==> src/rtl/hazard_sequencer.sv <==
// Pipeline sequencer for the 5-stage MIPS core. Owns every pipeline-register
// enable and sequences load-use stalls, branch/jump squashes and data-memory
// waits with timeout.
//
// Optional feature macro: HAZ_PERF_CNT_EN adds the stall and flush event
// counters. Without it, stall_cnt_o and flush_cnt_o are tied to 0.
//
// Ports:
//   clk, rst_n         clock (rising edge), asynchronous active-low reset
//   id_*_i             ID-stage instruction: valid, rs, rt, reads-rt, jump
//   ex_mem_read_i      EX-stage instruction is a load
//   ex_rt_i            EX-stage load destination
//   mem_br_taken_i     branch in MEM resolved taken
//   mem_req_i          MEM stage issues a data-memory access
//   mem_ready_i        data memory completes the access this cycle
//   pc_write_o         PC update enable
//   if_id_write_o      IF/ID enable;  if_id_flush_o  IF/ID loads NOP
//   id_ex_bubble_o     ID/EX loads NOP control
//   ex_mem_flush_o     EX/MEM loads NOP control
//   pipe_en_o          enable for ID/EX, EX/MEM, MEM/WB
//   mem_err_o          sticky memory-timeout error
//   state_o            00 RUN, 01 LU_STALL, 10 MEM_WAIT, 11 ERR
//   stall_cnt_o        stall-cycle count
//   flush_cnt_o        flush-event count
module hazard_sequencer #(
  parameter int unsigned LU_BUBBLES  = 1,
  parameter int unsigned MEM_TIMEOUT = 16
) (
  input  logic        clk,
  input  logic        rst_n,
  input  logic        id_valid_i,
  input  logic [4:0]  id_rs_i,
  input  logic [4:0]  id_rt_i,
  input  logic        id_uses_rt_i,
  input  logic        id_jump_i,
  input  logic        ex_mem_read_i,
  input  logic [4:0]  ex_rt_i,
  input  logic        mem_br_taken_i,
  input  logic        mem_req_i,
  input  logic        mem_ready_i,
  output logic        pc_write_o,
  output logic        if_id_write_o,
  output logic        if_id_flush_o,
  output logic        id_ex_bubble_o,
  output logic        ex_mem_flush_o,
  output logic        pipe_en_o,
  output logic        mem_err_o,
  output logic [1:0]  state_o,
  output logic [31:0] stall_cnt_o,
  output logic [31:0] flush_cnt_o
);

  typedef enum logic [1:0] {
    StRun     = 2'b00,
    StLuStall = 2'b01,
    StMemWait = 2'b10,
    StErr     = 2'b11
  } state_e;

  localparam logic [1:0] LuInit = 2'(LU_BUBBLES - 1);
  localparam logic [7:0] TmoMax = 8'(MEM_TIMEOUT);

  state_e     state_q, state_d;
  logic [1:0] lu_cnt_q, lu_cnt_d;
  logic [7:0] tmo_cnt_q, tmo_cnt_d;
  logic       out_en_q;

  logic lu, mem_stall;
  logic pc_write, if_id_write, if_id_flush, id_ex_bubble, ex_mem_flush, pipe_en, mem_err;

  // Register 0 is never a hazard source.
  assign lu = ex_mem_read_i & (ex_rt_i != 5'd0) & id_valid_i &
              ((ex_rt_i == id_rs_i) | (id_uses_rt_i & (ex_rt_i == id_rt_i)));
  assign mem_stall = mem_req_i & ~mem_ready_i;

  always_comb begin
    state_d      = state_q;
    lu_cnt_d     = lu_cnt_q;
    tmo_cnt_d    = tmo_cnt_q;
    pc_write     = 1'b1;
    if_id_write  = 1'b1;
    if_id_flush  = 1'b0;
    id_ex_bubble = 1'b0;
    ex_mem_flush = 1'b0;
    pipe_en      = 1'b1;
    mem_err      = 1'b0;

    unique case (state_q)
      StRun: begin
        if (mem_stall) begin
          pc_write    = 1'b0;
          if_id_write = 1'b0;
          pipe_en     = 1'b0;
          state_d     = StMemWait;
          tmo_cnt_d   = 8'd1;
        end else if (mem_br_taken_i) begin
          if_id_flush  = 1'b1;
          id_ex_bubble = 1'b1;
          ex_mem_flush = 1'b1;
        end else if (lu) begin
          pc_write     = 1'b0;
          if_id_write  = 1'b0;
          id_ex_bubble = 1'b1;
          if (LU_BUBBLES > 1) begin
            state_d  = StLuStall;
            lu_cnt_d = LuInit;
          end
        end else if (id_jump_i) begin
          if_id_flush = 1'b1;
        end
      end
      StLuStall: begin
        if (mem_stall) begin
          // lu_cnt is kept so the remaining bubbles resume after the wait.
          pc_write    = 1'b0;
          if_id_write = 1'b0;
          pipe_en     = 1'b0;
          state_d     = StMemWait;
          tmo_cnt_d   = 8'd1;
        end else begin
          pc_write     = 1'b0;
          if_id_write  = 1'b0;
          id_ex_bubble = 1'b1;
          lu_cnt_d     = lu_cnt_q - 2'd1;
          if (lu_cnt_q == 2'd1) state_d = StRun;
        end
      end
      StMemWait: begin
        // Frozen pipe: hazard, branch and jump inputs simply persist.
        pc_write    = 1'b0;
        if_id_write = 1'b0;
        pipe_en     = 1'b0;
        if (mem_ready_i) begin
          state_d = (lu_cnt_q != 2'd0) ? StLuStall : StRun;
        end else if (tmo_cnt_q == TmoMax) begin
          state_d = StErr;
        end else begin
          tmo_cnt_d = tmo_cnt_q + 8'd1;
        end
      end
      StErr: begin
        pc_write    = 1'b0;
        if_id_write = 1'b0;
        pipe_en     = 1'b0;
        mem_err     = 1'b1;
      end
      default: state_d = StErr;
    endcase

    // First cycle after reset release: everything held off, nothing advances.
    if (!out_en_q) begin
      state_d      = state_q;
      lu_cnt_d     = lu_cnt_q;
      tmo_cnt_d    = tmo_cnt_q;
      pc_write     = 1'b0;
      if_id_write  = 1'b0;
      if_id_flush  = 1'b0;
      id_ex_bubble = 1'b0;
      ex_mem_flush = 1'b0;
      pipe_en      = 1'b0;
      mem_err      = 1'b0;
    end
  end

  always_ff @(posedge clk or negedge rst_n) begin
    if (!rst_n) begin
      state_q   <= StRun;
      lu_cnt_q  <= 2'd0;
      tmo_cnt_q <= 8'd0;
      out_en_q  <= 1'b0;
    end else begin
      state_q   <= state_d;
      lu_cnt_q  <= lu_cnt_d;
      tmo_cnt_q <= tmo_cnt_d;
      out_en_q  <= 1'b1;
    end
  end

  assign pc_write_o     = pc_write;
  assign if_id_write_o  = if_id_write;
  assign if_id_flush_o  = if_id_flush;
  assign id_ex_bubble_o = id_ex_bubble;
  assign ex_mem_flush_o = ex_mem_flush;
  assign pipe_en_o      = pipe_en;
  assign mem_err_o      = mem_err;
  assign state_o        = state_q;

`ifdef HAZ_PERF_CNT_EN
  logic [31:0] stall_cnt_q, flush_cnt_q;

  always_ff @(posedge clk or negedge rst_n) begin
    if (!rst_n) begin
      stall_cnt_q <= 32'd0;
      flush_cnt_q <= 32'd0;
    end else begin
      if (out_en_q && !pc_write && (state_q != StErr)) stall_cnt_q <= stall_cnt_q + 32'd1;
      if (if_id_flush) flush_cnt_q <= flush_cnt_q + 32'd1;
    end
  end

  assign stall_cnt_o = stall_cnt_q;
  assign flush_cnt_o = flush_cnt_q;
`else
  assign stall_cnt_o = 32'd0;
  assign flush_cnt_o = 32'd0;
`endif

endmodule
==> config.mk <==
export PLATFORM = sky130hd
export DESIGN_NAME = hazard_sequencer
export DESIGN_NICKNAME = d
export VERILOG_FILES = /design/src/rtl/hazard_sequencer.sv
export SDC_FILE = /design/constraint.sdc
export NUM_CORES = 1
export LEC_CHECK = 0
export ABC_AREA = 1
export BUFFER_PORTS_ARGS = -buffer_cell sky130_fd_sc_hd__buf_2
export CAP_MARGIN = 15
export CELL_PAD_IN_SITES_DETAIL_PLACEMENT = 1
export CELL_PAD_IN_SITES_GLOBAL_PLACEMENT = 1
export CORE_MARGIN = 1.5
export CORE_UTILIZATION = 29
export DETAILED_ROUTE_END_ITERATION = 6
export GPL_ROUTABILITY_DRIVEN = 0
export PLACE_DENSITY_LB_ADDON = 0.1
export SETUP_SLACK_MARGIN = 0.4
export SYNTH_ARGS = -nofsm -noshare
export SYNTH_HDL_FRONTEND = slang
export SYNTH_SLANG_ARGS = --single-unit
export TNS_END_PERCENT = 100
==> constraint.sdc <==
create_clock -name clk -period 1.5 [get_ports clk]
set_input_delay 0 -clock clk [delete_from_list [all_inputs] [get_ports clk]]
set_output_delay 0 -clock clk [all_outputs]
set_load 0.01 [all_outputs]
== Word level (Yosys, flattened, before mapping) ==
Index checks and enable logic that the tools add are counted.
Storage, ports and cells
  flip-flop bits (word level): 13
  input bits: 24
  output and inout bits: 73
Cells by class
  add/sub/neg operators: 2
  eq/ne operators: 13
  mux-type cells: 36
  bitwise logic cells: 8
  reductions and logical operators: 11
Operators by type and width (count)
  $mux W8: 3
  $mux W1: 23
  $pmux W8 S2: 1
  $eq A5 B5 Y1: 2
  $mux W2: 5
  $reduce_and A5 Y1: 2
  $add A8 B1 Y8 const B: 1
  $eq A8 B5 Y1 const B: 1
  $ne A2 B2 Y1 const B: 3
  $ne A3 B3 Y1 const B: 2
  $pmux W1 S2: 3
  $pmux W2 S3: 1
  $and A1 B1 Y1: 5
  $reduce_bool A5 Y1: 1
  $eq A2 B1 Y1 const B: 2
  $eq A2 B2 Y1 const B: 2
  $reduce_bool A2 Y1: 2
  $reduce_or A2 Y1: 2
  $reduce_and A3 Y1: 1
  $reduce_bool A3 Y1: 1
  $reduce_or A3 Y1: 1
  $logic_not A2 Y1: 1
  $ne A2 B1 Y1 const B: 1
  $not A1 Y1: 2
  2 further kinds: 2

== Depth between registers and ports, before layout ==
  depth after elaboration: 9
  mapped depth: 10
  mapped depth without buffers: 10

== Least setup slack after synthesis ==
No wires, ideal clock.
  path kind: flip-flop to flip-flop
  from: register state_q[0] (netlist: state_o[0])
  to: register state_q[1] (netlist: state_o[1])
  data arrival time: 1.336 ns
  data required time: 1.424 ns
  slack: 0.087 ns
  cell stages (with the launch flop): 9
  path buffers: 0
  clock period less this slack: 1.413 ns
  cells stage by stage: dfrtp_1 -> inv_1 -> ha_1 -> inv_2 -> nor2_1 -> nand2_1 -> nand2_1 -> nand2_1 -> o21ai_1
On the way
  cells in the longest elaborated chain, start to end: 3
RTL lines
  from (decl): line 63  | state_e state_q, state_d;
  from (signal assigned): line 167  | state_q <= StRun;
  from (signal assigned): line 172  | state_q <= state_d;
  $eq A2 B1 Y1, or another cell as far along: line 88  | unique case (state_q)
  $ne A3 B3 Y1 (no line), or another cell as far along
  $reduce_and A5 Y1 (no line)
Parallel ways exist; a longest one is shown, timed or not.
A chain may end at the register's enable or synchronous reset.

== Worst setup path in the final report ==
  from: register tmo_cnt_q[0]
  to: register tmo_cnt_q[0]
On the way
  cells in the longest elaborated chain, start to end: 4
RTL lines
  from (decl): line 65  | logic [7:0] tmo_cnt_q, tmo_cnt_d;
  from (signal assigned): line 174  | tmo_cnt_q <= tmo_cnt_d;
  $add A8 B1 Y8: line 138  | tmo_cnt_d = tmo_cnt_q + 8'd1;
  $mux W8: line 135  | end else if (tmo_cnt_q == TmoMax) begin
  $mux W8: line 133  | if (mem_ready_i) begin
  $pmux W8 S2: line 88
Parallel ways exist; a longest one is shown, timed or not. The select of a mux whose other input is x is not followed.

==> summary.txt <==
Critical path
  – CP Capture Type: flop
  – Max FO, Critical Path: 7
  – Crit path launch type: flop
  – Kind of critical path: flop to flop
  – R2R depth: 9
  – Worst r2r src: tmo_cnt_q[0]
  – Register-to-register setup slack: 0.09 ns
  – CP Capture Point: tmo_cnt_q[0]
  – Req. time, crit path: 1.64 ns
  – FF-to-FF End: tmo_cnt_q[0]
  – Worst path arrival time: 1.55 ns
  – Crit path launch: tmo_cnt_q[0]

Die
  – Starting Density: 30.59%
  – Die height: 79.69 µm
  – DIE AREA: 6350 µm²
  – Core area: 5574 µm²
  – I/O pin count: 97
  – Row count: 27
  – Die W: 79.69 µm

CTS
  – H-tree depth: 1
  – CTS Buf Count: 3
  – Clk buf depth: 2
  – Clk root buf: clkbuf_8
  – Sink Count: 13
  – Clk slew on worst S/H paths: 0.06 ns
  – CTS tree: yes
  – Clock Latency Late Sink: 0.25 ns

GRT
  – Overall routing resource usage: 11.82%
  – Vias in the first global route: 1334
  – Gr ovfl total: 0
  – Global-route wire length before repair: 6030 µm
  – Largest net degree at the start of global routing: 14
  – Initial antenna violation count: 0

Routing
  – Final WL: 3764 µm
  – DRT iter0 DRCs: 33
  – WL per Instance: 10.12 µm
  – Vias post-DR: 1424
  – Routed Antenna Nets: 0
  – DRC errors left: 0
  – Via density: 3.828
  – DR pass1 iterations: 4

Place
  – Cell area after placement: 1759 µm²
  – HPWL after DPL: 2901 µm
  – I/O Buffers: 32

Yosys
  – Sequential share of the synthesized area: 19.08%
  – Synth warn: 0
  – Post-synth top area cell: buf_4
  – Post-synth cell types: 26
  – Synth Register Bits: 13
  – Synth top area cells: buf_4 (29%), dfrtp_1 (19%), nand2_1 (16%)
  – Count leader, synth: nand2_1
  – Mapped Cells: 258
  – Post-synth top cells: nand2_1 (71), buf_4 (65), inv_1 (34), nor2_1 (19), dfrtp_1 (13)
  – Post-synth EDFFs: 0
  – Top-area cell type share of the netlist area: 28.61%
  – Async set or reset register ratio after synthesis: 100.0%
  – Most used DFF post-synth: dfrtp_1
  – Avg Cell Area, Syn: 6.610 µm²
  – Area of the mapped netlist: 1705 µm²

Timing
  – Fin Hold WS: 0.1225 ns
  – RSZ-0062 raised after global routing: true
  – Final Cycle Share: 94.19%
  – Fin crit period: 1.413 ns
  – Final Max Tran Viols: 0
  – Fin. Hold Viols: 0
  – Worst Skew: 0.001871 ns
  – Fmax: 707.8 MHz
  – Finish-stage setup viols: 0

Layout
  – Layout Nets: 334
  – Area grow syn2layout: 15.19%
  – Layout cells sized above 1: 28.00%
  – Inserted Diodes: 0
  – Design area: 1964 µm²

Flow run
  – MaxCap Viol Count: 0

Power and ir drop
  – Tot Pwr: 2.097 mW
  – Leak: 1.135 nW
  – PwrDens: 1067 nW/µm²
  – Peak supply drop: 0.5850 mV

Outcome
  – Status: finished, final reports clean

Min path
  – Worst Hold Class: primary input to flop
## area by class of cell
type / count / area [µm²]
fillers: 759 / 3610
clock buffers: 4 / 45.04
multi-input cells: 206 / 1110
repair buffers: 40 / 239.0
well taps: 72 / 90.09
flip-flops and latches: 13 / 327.8
inverters: 37 / 152.6
## cells in the final DEF, fill, tap and decap left out, drive strengths merged
cell type,count
o21bai,1
clkinv,3
buf,39
inv,34
o21ai,6
nor3b,2
ha,9
dfrtp,13
xor2,4
nor2,20
nand2,79
nor3,5
xnor2,1
a21oi,2
dlygate4sd3,1
nand3b,1
nand4,2
clkbuf,4
nand3,9
conb,65
## sequential cells by signal, summed over array words and instances, names as in the netlist
signal,count
lu_cnt_q,2
tmo_cnt_q,8
out_en_q,1
state_o,2
## logic make-up (layout without fill, tap and decap cells)
kind of cell    Yosys count  after routing  share of synthesized area (%)
simple gates            118            118                          31.03
flops                    13             13                          19.08
buf+inv                 102             81                          36.83
fa+ha+maj                 9              9                          6.603
other cells               2             65                         0.4404
compound gates            9              9                          3.448
xor+xnor                  5              5                          2.568
## per-layer routing
metal  global-route usage, %  routed length [µm]  up-vias
li1                        -                   -      727
met1                   15.29                1692      637
met2                   19.92                1798       58
met3                   2.629                 247        2
met4                   2.632                  25        0
met5                       0                   0        -
## how the worst min path moves through the flow
| stage | depth (start not counted) | slack, ns | from | to |
|---|---|---|---|---|
| after detailed placement | 1 | -0.08 | rst_n | tmo_cnt_q[7] |
| after global placement | 1 | -0.08 | rst_n | tmo_cnt_q[7] |
| final | 4 | 0.12 | mem_ready_i | state_o[0] |
| after CTS | 4 | 0.11 | mem_ready_i | state_o[0] |
| after floorplan | 0 | -0.30 | rst_n | lu_cnt_q[0] |
| after global routing | 4 | 0.17 | mem_ready_i | tmo_cnt_q[1] |
## power breakdown
part	switching [mW]	total, mW	internal, mW
clock	0.137	0.325	0.188
sequential	0.0880	0.519	0.431
combinational	0.731	1.25	0.521
## what timing repair did
item,CTS,global route
setup endpoints to repair,19,19
hold buffers,1,0
pin swaps,3,11
buffers inserted,6,1
hold endpoints to repair,13,0
resized for setup,7,22
## worst max-delay path, stage by stage (launching register included)
cell     delay (ns)
dfrtp_1        0.42
inv_2          0.10
ha_4           0.14
nand2_4        0.05
nor3_4         0.13
nand2_2        0.12
nand3_2        0.12
nand2_4        0.09
nand2_1        0.08
nand2_1        0.05
## metrics by stage
step                utilization, %  TNS (ns)  cells  setup slack [ns]
global route                 35.24  -0.01407    372          -0.01257
global placement             31.56         0    360            0.1252
detailed placement           31.56         0    360           0.09957
CTS                          33.71         0    371            0.1077
floorplan                        -         0    321            0.2394
finish                       35.24         0    372           0.08717
(Power assumes the default switching activity.)
